$ cat src/rtl/sim_memory_model_if_pkg.sv
// Shared helpers for the memory-model interface FIFO: count width and the
// bit layout of the internal status vector.
package sim_memory_model_if_pkg;

    function automatic int count_width(input int d_n);
        return d_n + 1;
    endfunction

    localparam int ST_EMPTY  = 0;
    localparam int ST_AEMPTY = 1;
    localparam int ST_AFULL  = 2;
    localparam int ST_FULL   = 3;
    localparam int ST_OVF    = 4;
    localparam int ST_UNF    = 5;
    localparam int ST_W      = 6;

endpackage

$ cat src/rtl/sim_memory_model_if_fifo_ram.sv
// Storage array for the FIFO: registered write port, asynchronous read port.
// Contents are not reset; the pointers alone decide which entries are valid.
module sim_memory_model_if_fifo_ram #(
    parameter int N   = 16,
    parameter int D_N = 4
) (
    input  logic           clk,
    input  logic           we,
    input  logic [D_N-1:0] waddr,
    input  logic [N-1:0]   wdata,
    input  logic [D_N-1:0] raddr,
    output logic [N-1:0]   rdata
);

    logic [N-1:0] mem [2**D_N];

    always_ff @(posedge clk) begin
        if (we) begin
            mem[waddr] <= wdata;
        end
    end

    assign rdata = mem[raddr];

endmodule

$ cat src/rtl/sim_memory_model_if_sync_fifo_ex.sv
// Show-ahead single-clock FIFO with occupancy count, programmable almost
// flags, sticky overflow/underflow and a high-watermark counter.
module sim_memory_model_if_sync_fifo_ex
    import sim_memory_model_if_pkg::*;
#(
    parameter int N         = 16,
    parameter int D_N       = 4,
    parameter int DEPTH     = 16,
    parameter int AFULL_TH  = 14,
    parameter int AEMPTY_TH = 2
) (
    input  logic         iCLOCK,
    input  logic         iRESET,
    input  logic         iREMOVE,
    input  logic         iWR_EN,
    input  logic [N-1:0] iWR_DATA,
    output logic         oWR_FULL,
    output logic         oWR_ALMOST_FULL,
    input  logic         iRD_EN,
    output logic [N-1:0] oRD_DATA,
    output logic         oRD_EMPTY,
    output logic         oRD_ALMOST_EMPTY,
    output logic [D_N:0] oCOUNT,
    output logic [D_N:0] oMAX_COUNT,
    input  logic         iERR_CLEAR,
    output logic         oOVERFLOW,
    output logic         oUNDERFLOW
);

    localparam int CW = count_width(D_N);
    localparam logic [CW-1:0] DEPTH_C  = CW'(DEPTH);
    localparam logic [CW-1:0] AFULL_C  = CW'(AFULL_TH);
    localparam logic [CW-1:0] AEMPTY_C = CW'(AEMPTY_TH);

    generate
        if (DEPTH != (1 << D_N)) begin : g_bad_depth
            $error("DEPTH must equal 2**D_N");
        end
        if (AFULL_TH < 1 || AFULL_TH > DEPTH || AEMPTY_TH < 0 || AEMPTY_TH > DEPTH - 1) begin : g_bad_th
            $error("almost-full/almost-empty threshold out of range");
        end
    endgenerate

    logic [CW-1:0]   wp_q, rp_q, max_q;
    logic            ovf_q, unf_q;
    logic [CW-1:0]   count, next_count, next_max;
    logic            full, empty, wr_acc, rd_acc;
    logic [ST_W-1:0] status;

    // Handshake: iWR_EN is "valid" and ~oWR_FULL is "ready" for pushes;
    // iRD_EN is "valid" and ~oRD_EMPTY is "ready" for pops. A word moves on
    // an edge only when both halves hold on the pre-edge state; a request
    // without ready is dropped and recorded in the sticky error flag.
    assign count  = wp_q - rp_q;
    assign full   = (count == DEPTH_C);
    assign empty  = (count == '0);
    assign wr_acc = iWR_EN & ~full;
    assign rd_acc = iRD_EN & ~empty;

    assign next_count = count + CW'(wr_acc) - CW'(rd_acc);
    assign next_max   = (iERR_CLEAR || next_count > max_q) ? next_count : max_q;

    always_ff @(posedge iCLOCK or posedge iRESET) begin
        if (iRESET) begin
            wp_q  <= '0;
            rp_q  <= '0;
            max_q <= '0;
            ovf_q <= 1'b0;
            unf_q <= 1'b0;
        end else if (iREMOVE) begin
            wp_q  <= '0;
            rp_q  <= '0;
            max_q <= '0;
            ovf_q <= 1'b0;
            unf_q <= 1'b0;
        end else begin
            wp_q  <= wp_q + CW'(wr_acc);
            rp_q  <= rp_q + CW'(rd_acc);
            max_q <= next_max;
            // A new error in the clearing cycle wins over the clear.
            ovf_q <= (ovf_q & ~iERR_CLEAR) | (iWR_EN & full);
            unf_q <= (unf_q & ~iERR_CLEAR) | (iRD_EN & empty);
        end
    end

    sim_memory_model_if_fifo_ram #(
        .N   (N),
        .D_N (D_N)
    ) u_ram (
        .clk   (iCLOCK),
        .we    (wr_acc & ~iREMOVE),
        .waddr (wp_q[D_N-1:0]),
        .wdata (iWR_DATA),
        .raddr (rp_q[D_N-1:0]),
        .rdata (oRD_DATA)
    );

    assign status[ST_EMPTY]  = empty;
    assign status[ST_AEMPTY] = (count <= AEMPTY_C);
    assign status[ST_AFULL]  = (count >= AFULL_C);
    assign status[ST_FULL]   = full;
    assign status[ST_OVF]    = ovf_q;
    assign status[ST_UNF]    = unf_q;

    assign oRD_EMPTY        = status[ST_EMPTY];
    assign oRD_ALMOST_EMPTY = status[ST_AEMPTY];
    assign oWR_ALMOST_FULL  = status[ST_AFULL];
    assign oWR_FULL         = status[ST_FULL];
    assign oOVERFLOW        = status[ST_OVF];
    assign oUNDERFLOW       = status[ST_UNF];
    assign oCOUNT           = count;
    assign oMAX_COUNT       = max_q;

endmodule

$ cat config.mk
export PLATFORM = sky130hd
export DESIGN_NAME = sim_memory_model_if_sync_fifo_ex
export DESIGN_NICKNAME = d
export VERILOG_FILES = /design/src/rtl/sim_memory_model_if_pkg.sv /design/src/rtl/sim_memory_model_if_fifo_ram.sv /design/src/rtl/sim_memory_model_if_sync_fifo_ex.sv
export SDC_FILE = /design/constraint.sdc
export NUM_CORES = 1
export LEC_CHECK = 0
export CAP_MARGIN = 20
export CORE_AREA = 2 2 140 142
export CTS_CLUSTER_DIAMETER = 30
export DETAILED_ROUTE_END_ITERATION = 12
export DIE_AREA = 0 0 142 144
export GPL_TIMING_DRIVEN = 0
export PLACE_DENSITY = 0.76
export SKIP_LAST_GASP = 1
export SLEW_MARGIN = 20
export SYNTH_ARGS = -nofsm -noshare
export SYNTH_HDL_FRONTEND = slang
export SYNTH_SLANG_ARGS = --single-unit
$ cat constraint.sdc
create_clock -name iCLOCK -period 6.2 [get_ports iCLOCK]
set_input_delay 0.93 -clock iCLOCK [delete_from_list [all_inputs] [get_ports iCLOCK]]
set_output_delay 0.93 -clock iCLOCK [all_outputs]
set_load 0.01 [all_outputs]
# Word-level counts from Yosys, hierarchy flattened
# Memories as Yosys holds them, arrays and structs flattened.
# Index checks and enable logic that the tools add are counted.
# totals
register_bits,17
latchBits,0
ram_bits,256
romBits,0
out_inout_bits,32
word_cells,39
memories,1
# classes
n_addsub,5
n_mul,0
div_mod_pow,0
order_cmp,3
eq_ne,1
shifts,0
muxes,8
bitwise_logic,13
reduce_logical,3
# mem_list
memory,words,width,rd,rd_clocked_by_memory_dff,wr,line_no,source
u_ram.mem,16,16,1,0,1,sim_memory_model_if_fifo_ram.sv:15,logic [N-1:0] mem [2**D_N];
# op_table
op,count
2-to-1 mux 5 bit,4
adder 5 x 1 -> 5 bit,3
bitwise AND 1 bit,7
equality test 5 bit (second input constant),1
>= comparator 5 x 4 -> 1 bit (second input constant),1
> comparator 5 bit,1
less-or-equal comparator 5 x 2 -> 1 bit (second input constant),1
zero test 5 bit,1
subtractor 5 x 1 -> 5 bit,1
subtractor 5 bit,1
2-to-1 mux 1 bit,4
inverter 1 bit,4
OR 1 bit,2
nonzero test 2 bit,1
logical OR 1 bit,1

# Depth between registers and ports, before layout
# Gate-level depths: netlist (run 1).
# logic_depth
ltp_word,10
ltp_mapped,27
mapped_depth_nobuf,25

# By module
# A second synthesis (run 1) with hierarchy kept.
# unflattened
hier_cells,555
hier_area_um2,11053.1
# modules_own_cells
mod,n_inst,cells_per_inst,area_per_inst_um2,seq_area_each_um2
sim_memory_model_if_fifo_ram,1,416,9723.1,7687.4
sim_memory_model_if_sync_fifo_ex,1,139,1330.0,425.4

# Worst setup path after synthesis (run 1)
# OpenSTA, ideal clock, no wires.
# synth_timing
kind,reg2reg
startpoint,register rp_q[1]
endpoint,register max_q[2] (netlist: oMAX_COUNT[2])
setup_time_ns,0.145
t_arrival_ns,5.296
required_time_ns,6.055
path_slack_ns,0.760
path_stages_with_launch,26
n_path_buf,2
synth_period_minus_slack_ns,5.440
cell_sequence,dfrtp_1 > buf_2 > buf_1 > inv_1 > ha_1 > nor2b_1 > o21ai_0 > nand2b_1 > xnor2_1 > ha_1 > nand3_1 > or4b_1 > nand3_1 > ha_1 > inv_1 > ha_1 > inv_1 > fa_1 > o21bai_1 > a21oi_1 > xor2_1 > ha_1 > a2111oi_0 > o221ai_1 > o21ai_1 > o21ai_0
# synth_via
elab_chain_len,9
elab_cells_between_ends,14
classes_between,add/sub (3); order compare (1); eq/ne (1); mux (2); bitwise (4); reduce/logical (3)
# synth_lines
item,line_no,source
from (decl),sim_memory_model_if_sync_fifo_ex.sv:44,"logic [CW-1:0] wp_q, rp_q, max_q;"
from (signal assigned),sim_memory_model_if_sync_fifo_ex.sv:78,rp_q <= rp_q + CW'(rd_acc);
subtractor 5 bit (*),sim_memory_model_if_sync_fifo_ex.sv:54,assign count = wp_q - rp_q;
equality test 5 bit,sim_memory_model_if_sync_fifo_ex.sv:55,assign full = (count == DEPTH_C);
inverter 1 bit,sim_memory_model_if_sync_fifo_ex.sv:57,assign wr_acc = iWR_EN & ~full;
bitwise AND 1 bit,sim_memory_model_if_sync_fifo_ex.sv:57,
adder 5 x 1 -> 5 bit,sim_memory_model_if_sync_fifo_ex.sv:60,assign next_count = count + CW'(wr_acc) - CW'(rd_acc);
subtractor 5 x 1 -> 5 bit (*),sim_memory_model_if_sync_fifo_ex.sv:60,
> comparator 5 bit,sim_memory_model_if_sync_fifo_ex.sv:61,assign next_max = (iERR_CLEAR || next_count > max_q) ? next_count : max_q;
logical OR 1 bit,sim_memory_model_if_sync_fifo_ex.sv:61,
nonzero test 2 bit (no source line),n/a,
to (signal assigned),sim_memory_model_if_sync_fifo_ex.sv:79,max_q <= next_max;
to (decl),sim_memory_model_if_sync_fifo_ex.sv:44,
# Every way passes the cells marked *; elsewhere a longest branch is shown, timed or not. The select of a mux whose other input is x is not followed.
# A chain may end at the register's enable or synchronous reset.

# Worst setup path in the final report (run 1)
# layout_timing
startpoint,register rp_q[1]
endpoint,register max_q[3] (netlist: oMAX_COUNT[3])
# The elaborated chain is that of the path after synthesis.

==> out/metrics.csv, run 1 <==
stage,metric,value,unit
clock_tree,H-tree depth,2,
sta,Hold WS,0.4853,ns
placement,Placed Cells,853,
floorplan,Die Y,144,um
synthesis,"Async S/R FF share, synth",0.06227,
finish,Post-Layout Cell Count,931,
critical_path,CP Data Required Time,6.58,ns
critical_path,"slowest stage delay, CP",0.56,ns
placement,count of input and output buffers,52,
clock_tree,CTS Buf Count,44,
synthesis,Syn. warnings,0,
critical_path,Critical Path Source Type,flop,
power_and_ir_drop,Power Internal,4.669,mW
floorplan,# IOs,54,
synthesis,Post-Syn Nets,566,
sta,"Min Clock Period, post-route",5.709,ns
floorplan,Core ar.,19080,um^2
synthesis,post-synthesis instance total,519,
synthesis,dominant synthesized flop cell,edfxtp_1,
global_route,total congestion overflow,0,
power_and_ir_drop,switching share of power,0.2838,
floorplan,starting density of the core,0.5874,
critical_path,Crit Path Class,reg -> reg,
global_route,initial antenna violation count,1,
synthesis,Yosys top cell area share,0.6859,
finish,Final #Nets,707,
routing,DR vias/cell,6.284,
floorplan,Rows,51,
floorplan,Die X,142,um
synthesis,Synth area leaders,"edfxtp_1 (69%), mux4_2 (8.8%), mux4_1 (8.4%), dfrtp_1 (3.8%), ha_1 (2.6%)",
synthesis,Synth Cell Area,11210,um^2
clock_tree,worst-case clock buffer depth,3,
sta,fmax,0.1752,GHz
routing,DR DRC count,0,
power_and_ir_drop,Flop pwr share,0.326,
sta,setup TNS,0,ns
power_and_ir_drop,Power Density,467.3,nW/um^2
finish,design area,13950,um^2
sta,"Slew Viols, Final",0,
clock_tree,CTS Sinks,273,
critical_path,CP dominant cell by count,ha_1,
hold_path,Min-Delay Path Class,reg -> reg,
placement,RePlAce Congestion,0.8065,
placement,DP Worst Slack,-0.5611,ns
clock_tree,CTS tree,done,
run,Max-Cap Viols,0,
placement,Detailed Place HPWL,15.73,mm
critical_path,peak fanout along the critical path,19,
sta,Final Hold Vio Count,0,
synthesis,cell accounting for the most synthesized area,edfxtp_1,
critical_path,Critical Path End Type,flop,
sta,Setup-failing EPs final,0,
global_route,GRT Resource Usage Total,0.2549,
clock_tree,clock insertion delay at the later pin of the skew report,0.52,ns
synthesis,most common cell in the netlist,edfxtp_1,
finish,fill count,1068,
routing,Pre-antenna DRT Iters,5,
global_route,first-pass GRT wire length,37.34,mm
floorplan,DIE AREA,20450,um^2
synthesis,register area share after synthesis,0.7238,
sta,Final Skew,0.01818,ns
finish,fraction of layout cells with a size suffix above 1,0.2727,
power_and_ir_drop,Leak,4.831,nW
sta,final worst setup slack,0.4911,ns
clock_tree,clk root buf,clkbuf_16,
synthesis,Yosys reg bits,273,
synthesis,Post-synth EDFFs,256,
clock_tree,# hold bufs at CTS,0,
power_and_ir_drop,maximum vdd drop,470.4,uV
power_and_ir_drop,"Power, Total",6.518,mW
routing,routed len/inst,26.94,um
synthesis,Netlist cell types,39,
power_and_ir_drop,combinational share of power,0.294,
routing,via count,5850,
sta,final worst path period share,0.9208,
critical_path,slowest CP cell,or4b_1,
critical_path,worst reg2reg path depth,24,
finish,# diodes,0,
global_route,number of global-route vias before repair,6103,
finish,Post-Route Utilization,0.7311,
routing,Total Routed Length,25.08,mm
global_route,largest net degree at the start of global routing,20,
critical_path,Worst Path Arrival,6.08,ns
clock_tree,"Reg clk slew, reported paths",0.05,ns
power_and_ir_drop,P_sw,1.850,mW
critical_path,CP cell instances,buf_6 -> inv_1 -> ha_1 -> nor2b_1 -> o21ai_0 -> nand2b_1 -> xnor2_2 -> ha_1 -> nand3_1 -> or4b_1 -> nand3_1 -> ha_1 -> inv_1 -> ha_1 -> inv_1 -> fa_1 -> o21bai_1 -> a21oi_1 -> xor2_1 -> ha_1 -> a2111oi_0 -> o221ai_1 -> o21ai_2 -> o21ai_0,
routing,ANT nets after route,0,
synthesis,Synth top cells by count,"edfxtp_1 (256), mux4_2 (44), mux4_1 (36), ha_1 (23), inv_1 (22)",
finish,Syn-to-layout area delta,24.46,%
power_and_ir_drop,clock share of power,0.380,
hold_path,hold depth,2,
status,status,"finished, final reports clean",
routing,initial DRC count,485,
placement,DP Area,12420,um^2
sta,slew margin rel.,0.4171,
sta,Worst Tran Pin Value,0.8743,ns
synthesis,syn_area_per_cell,21.60,um^2
==> placed cells by master, fill, tap and decap left out, types with 5 or more instances in the layout <==
| cell type | n |
|---|---|
| buf_2 | 26 |
| buf_4 | 11 |
| buf_6 | 15 |
| bufinv_16 | 7 |
| clkbuf_1 | 12 |
| clkbuf_16 | 45 |
| clkdlybuf4s50_1 | 52 |
| clkinv_1 | 7 |
| clkinvlp_4 | 5 |
| dfrtp_1 | 17 |
| edfxtp_1 | 256 |
| ha_1 | 23 |
| inv_1 | 22 |
| inv_6 | 7 |
| mux4_1 | 36 |
| mux4_2 | 44 |
| nand2_1 | 11 |
| nand3_1 | 10 |
| nor2_1 | 10 |
| nor2b_1 | 7 |
| nor4_2 | 8 |
| o21ai_0 | 5 |
| xnor2_1 | 6 |
| xor2_1 | 6 |
==> sequential cells by signal, summed over array words and instances (netlist names) <==
name and count:
rp_q 5, u_ram.mem 256, oOVERFLOW 1, wp_q 5, oMAX_COUNT 5, oUNDERFLOW 1
==> per-layer routing <==
metal  global-route usage  vias to the layer above  wire (um)
met4               0.1000                        2        900
li1                     -                     2490          -
met5                    0                        -         13
met1               0.3265                     2989       9659
met2               0.4266                      307      12570
met3              0.06391                       62       1941
==> cell families after synthesis <==
logic type	share of synthesized area
fa+ha+maj	0.02925
simple gates	0.02970
flops	0.7238
xor+xnor	0.01016
mux	0.1728
buf+inv	0.02177
compound gates	0.01250
==> critical path, delay by kind of cell (launching register included) <==
| family | cells | cell delay [ns] |
|---|---|---|
| adders and majority gates | 6 | 1.60 |
| AOI/OAI and AO/OA | 7 | 1.40 |
| and+or+nand+nor | 5 | 1.12 |
| DFF | 1 | 0.49 |
| buffers and inverters | 4 | 0.48 |
| xor gates and xnor gates | 2 | 0.45 |
==> cell type report <==
class	instances	area, um^2	share of cell area
multi-input combinational	201	2958	0.2120
sequential	273	8113	0.5816
tap	238	297.8	0.02135
clock inverter	33	384.1	0.02754
clock buffer	46	1130	0.08099
inverter	23	88.84	0.006368
buffer	21	162.7	0.01166
timing repair buffer	96	815.8	0.05848
==> power by group through the flow <==
stage	clock network (mW)	registers [mW]	logic, mW
finish	2.47	2.12	1.92
floorplan	0	2.15	1.25
global route	2.58	2.13	2.10
CTS	2.51	2.12	1.92
detailed placement	0	2.16	1.89
global placement	0	2.15	1.81
==> final timing paths <==
path                            start            end  slack [ns]
min in group asynchronous      iRESET        rp_q[2]        0.82
max                           rp_q[1]  oMAX_COUNT[3]        0.49
max in group asynchronous      iRESET     oUNDERFLOW        4.93
min reg2reg                oUNDERFLOW     oUNDERFLOW        0.49
max reg2reg                   rp_q[1]  oMAX_COUNT[3]        0.49
min                        oUNDERFLOW     oUNDERFLOW        0.49
==> timing repair <==
action	CTS	global route
buffers inserted	0	0
setup endpoints to repair	5	5
cloned	0	0
resized for setup	2	5
Power figures use the tool's default switching activity.
==> inputs of run 2 (changes only) <==
Settings changed: CELL_PAD_IN_SITES_DETAIL_PLACEMENT set to 2, CELL_PAD_IN_SITES_GLOBAL_PLACEMENT set to 2, CORE_AREA 2 2 140 142 to 2 2 156 158, DIE_AREA 0 0 142 144 to 0 0 158 160.
==> run 2 against run 1 <==
  * Routed wire length grew 50%
  * Sequential cell count is the same
  * Combinational power grew 17%
  * Clock skew grew 0.0060 ns
  * Non-clock buffer count shrank 1
  * Register-to-register slack lost 0.17 ns
  * Via count grew 9.0%
  * First-iteration DRC count grew 50%
  * Critical endpoint is now oMAX_COUNT[0]
  * Largest cell class unchanged
  * Highest routed layer is now met4
==> out/metrics.csv, run 2 (synthesis results as in run 1) <==
stage,metric,value,unit
finish,area of the multi-input gates,2990,um^2
power_and_ir_drop,Power Density,529.6,nW/um^2
global_route,largest net degree at the start of global routing,20,
critical_path,r2r setup slk,0.32,ns
sta,Final Hold Vio Count,0,
run,Max-Cap Viols,0,
critical_path,slowest CP cell,or4b_1,
floorplan,starting density of the core,0.4705,
clock_tree,clk root buf,clkbuf_16,
sta,"Slew Viols, Final",0,
finish,fill count,1939,
sta,Setup-failing EPs final,0,
power_and_ir_drop,Power Internal,5.380,mW
power_and_ir_drop,P_sw,2.405,mW
power_and_ir_drop,Flop pwr share,0.274,
finish,Final #Nets,721,
critical_path,Critical Path Source Type,flop,
routing,Pre-antenna DRT Iters,5,
power_and_ir_drop,switching share of power,0.3089,
sta,Final Skew,0.02413,ns
floorplan,Die X,158,um
power_and_ir_drop,combinational share of power,0.289,
critical_path,crit path from,rp_q[1],
critical_path,Crit Path Class,reg -> reg,
power_and_ir_drop,Leak,5.141,nW
hold_path,Min-Delay Path Class,reg -> reg,
critical_path,worst reg2reg path depth,24,
critical_path,buffer and inverter count on the worst path,4,
routing,via count,6377,
floorplan,Rows,57,
finish,Post-Layout Cell Count,1048,
global_route,GRT Resource Usage Total,0.3084,
finish,Largest register FFs,256,
finish,"most common cell after layout, fill and taps aside",edfxtp_1,
routing,initial DRC count,729,
finish,Largest Register,u_ram.mem,
floorplan,# IOs,54,
routing,routed len/inst,35.87,um
clock_tree,clock insertion delay at the later pin of the skew report,0.58,ns
global_route,number of global-route vias before repair,7080,
sta,slew margin rel.,0.2493,
routing,DR DRC count,0,
critical_path,peak fanout along the critical path,19,
routing,Total Routed Length,37.59,mm
placement,Detailed Place HPWL,21.41,mm
critical_path,Worst Path Arrival,6.34,ns
sta,final worst path period share,0.9488,
critical_path,r2r startpoint,rp_q[1],
critical_path,Critical Path End Type,flop,
sta,Hold WS,0.5129,ns
global_route,first-pass GRT wire length,53.70,mm
critical_path,Top Family by Delay on Critical Path,adder cells,
sta,Worst Tran Pin Value,1.117,ns
status,status,"finished, final reports clean",
critical_path,CP Data Required Time,6.65,ns
critical_path,RR Endpoint,oMAX_COUNT[0],
clock_tree,CTS Buf Count,59,
clock_tree,"Reg clk slew, reported paths",0.06,ns
finish,Sequential Area,8114,um^2
placement,RePlAce Congestion,0.7564,
clock_tree,CTS tree,done,
clock_tree,worst-case clock buffer depth,3,
hold_path,hold depth,2,
clock_tree,H-tree depth,2,
power_and_ir_drop,maximum vdd drop,388.1,uV
power_and_ir_drop,clock share of power,0.436,
global_route,total congestion overflow,0,
floorplan,Core ar.,23820,um^2
finish,# diodes,0,
sta,fmax,0.1700,GHz
finish,most frequent cells in the layout,"edfxtp_1 (256), clkbuf_16 (61), clkdlybuf4s50_1 (52)",
sta,"Min Clock Period, post-route",5.883,ns
critical_path,"slowest stage delay, CP",0.56,ns
finish,Syn-to-layout area delta,31.16,%
placement,count of input and output buffers,52,
global_route,initial antenna violation count,2,
power_and_ir_drop,"Power, Total",7.785,mW
finish,fraction of layout cells with a size suffix above 1,0.3080,
hold_path,hold path endpoint,oUNDERFLOW,
clock_tree,CTS Sinks,273,
hold_path,min-delay src,oUNDERFLOW,
critical_path,CP dominant cell by count,ha_1,
routing,DR vias/cell,6.085,
floorplan,Die Y,160,um
placement,Placed Cells,939,
routing,ANT nets after route,0,
floorplan,DIE AREA,25280,um^2
critical_path,CP cell instances,buf_12 -> inv_1 -> ha_1 -> nor2b_1 -> o21ai_0 -> nand2b_1 -> xnor2_2 -> ha_1 -> nand3_1 -> or4b_1 -> nand3_1 -> ha_1 -> inv_1 -> ha_1 -> inv_1 -> fa_1 -> o21bai_1 -> a21oi_1 -> xor2_1 -> ha_1 -> nand4_1 -> o221ai_2 -> o21ai_4 -> o31ai_1,
==> run 2: changes by cell type in the layout (fill, tap and decap cells not counted), sizes merged <==
cell	change
bufinv	+4
clkbuf	+16
clkinv	+13
inv	-2
==> run 2: cell type report <==
cell class                      count  area share
Clock inverter                     48     0.03992
Inverter                           23    0.006213
Sequential cell                   273      0.5520
Multi-Input combinational cell    201      0.2034
Clock buffer                       63      0.1043
Buffer                             20     0.01192
Timing Repair Buffer               96     0.05464
Tap cell                          324     0.02758
==> run 2: through the flow <==
step	cell area, um^2	TNS [ns]	util	setup slack (ns)
floorplan	11210	0	-	0.7596
global placement	12130	-232.16	0.5094	-1.217
detailed placement	12510	-4.846	0.5253	-1.005
CTS	14660	0	0.6154	0.09127
global route	14700	-0.09597	0.6171	-0.08053
finish	14700	0	0.6171	0.3173
==> run 2: worst max path at each step <==
stage,endpoint,slack (ns),cells past startpoint
final,oMAX_COUNT[0],0.32,24
after global routing,oMAX_COUNT[0],-0.08,24
after CTS,oMAX_COUNT[2],0.09,24
after detailed placement,oMAX_COUNT[3],-1.01,25
after global placement,u_ram.mem[3][10],-1.22,15
after floorplan,oMAX_COUNT[2],0.76,25
==> run 2: power by group through the flow <==
| stage | combinational [mW] | sequential (mW) | clock, mW |
|---|---|---|---|
| after floorplan | 1.25 | 2.15 | 0 |
| after global placement | 1.86 | 2.16 | 0 |
| after detailed placement | 2.01 | 2.16 | 0 |
| after CTS | 2.14 | 2.13 | 3.42 |
| after global routing | 2.40 | 2.14 | 3.50 |
| final | 2.25 | 2.14 | 3.40 |
==> run 2: metal layers <==
metal | vias up | part of all wire | track usage
li1 | 2523 | - | -
met1 | 3453 | 0.41 | 0.4213
met2 | 320 | 0.49 | 0.4988
met3 | 81 | 0.061 | 0.06296
met4 | 0 | 0.033 | 0.1020
met5 | - | 0 | 0
==> run 2: timing repair <==
item	in CTS	in global routing
gates resized for setup	8	9
pin swaps	0	0
setup endpoints to repair	6	5
buffers inserted	0	0
hold buffers	0	0
==> run 2: worst min-delay path, delay by kind of cell (launching register included) <==
kind	cells	cell delay (ns)
compound gates	1	0.06
simple gates	1	0.06
flops	1	0.36
==> inputs of run 3 (changes only) <==
Settings changed: GPL_ROUTABILITY_DRIVEN set to 0.
==> results of run 3 <==
Same layout as run 2: the final DEF is identical, and so are final timing and power.
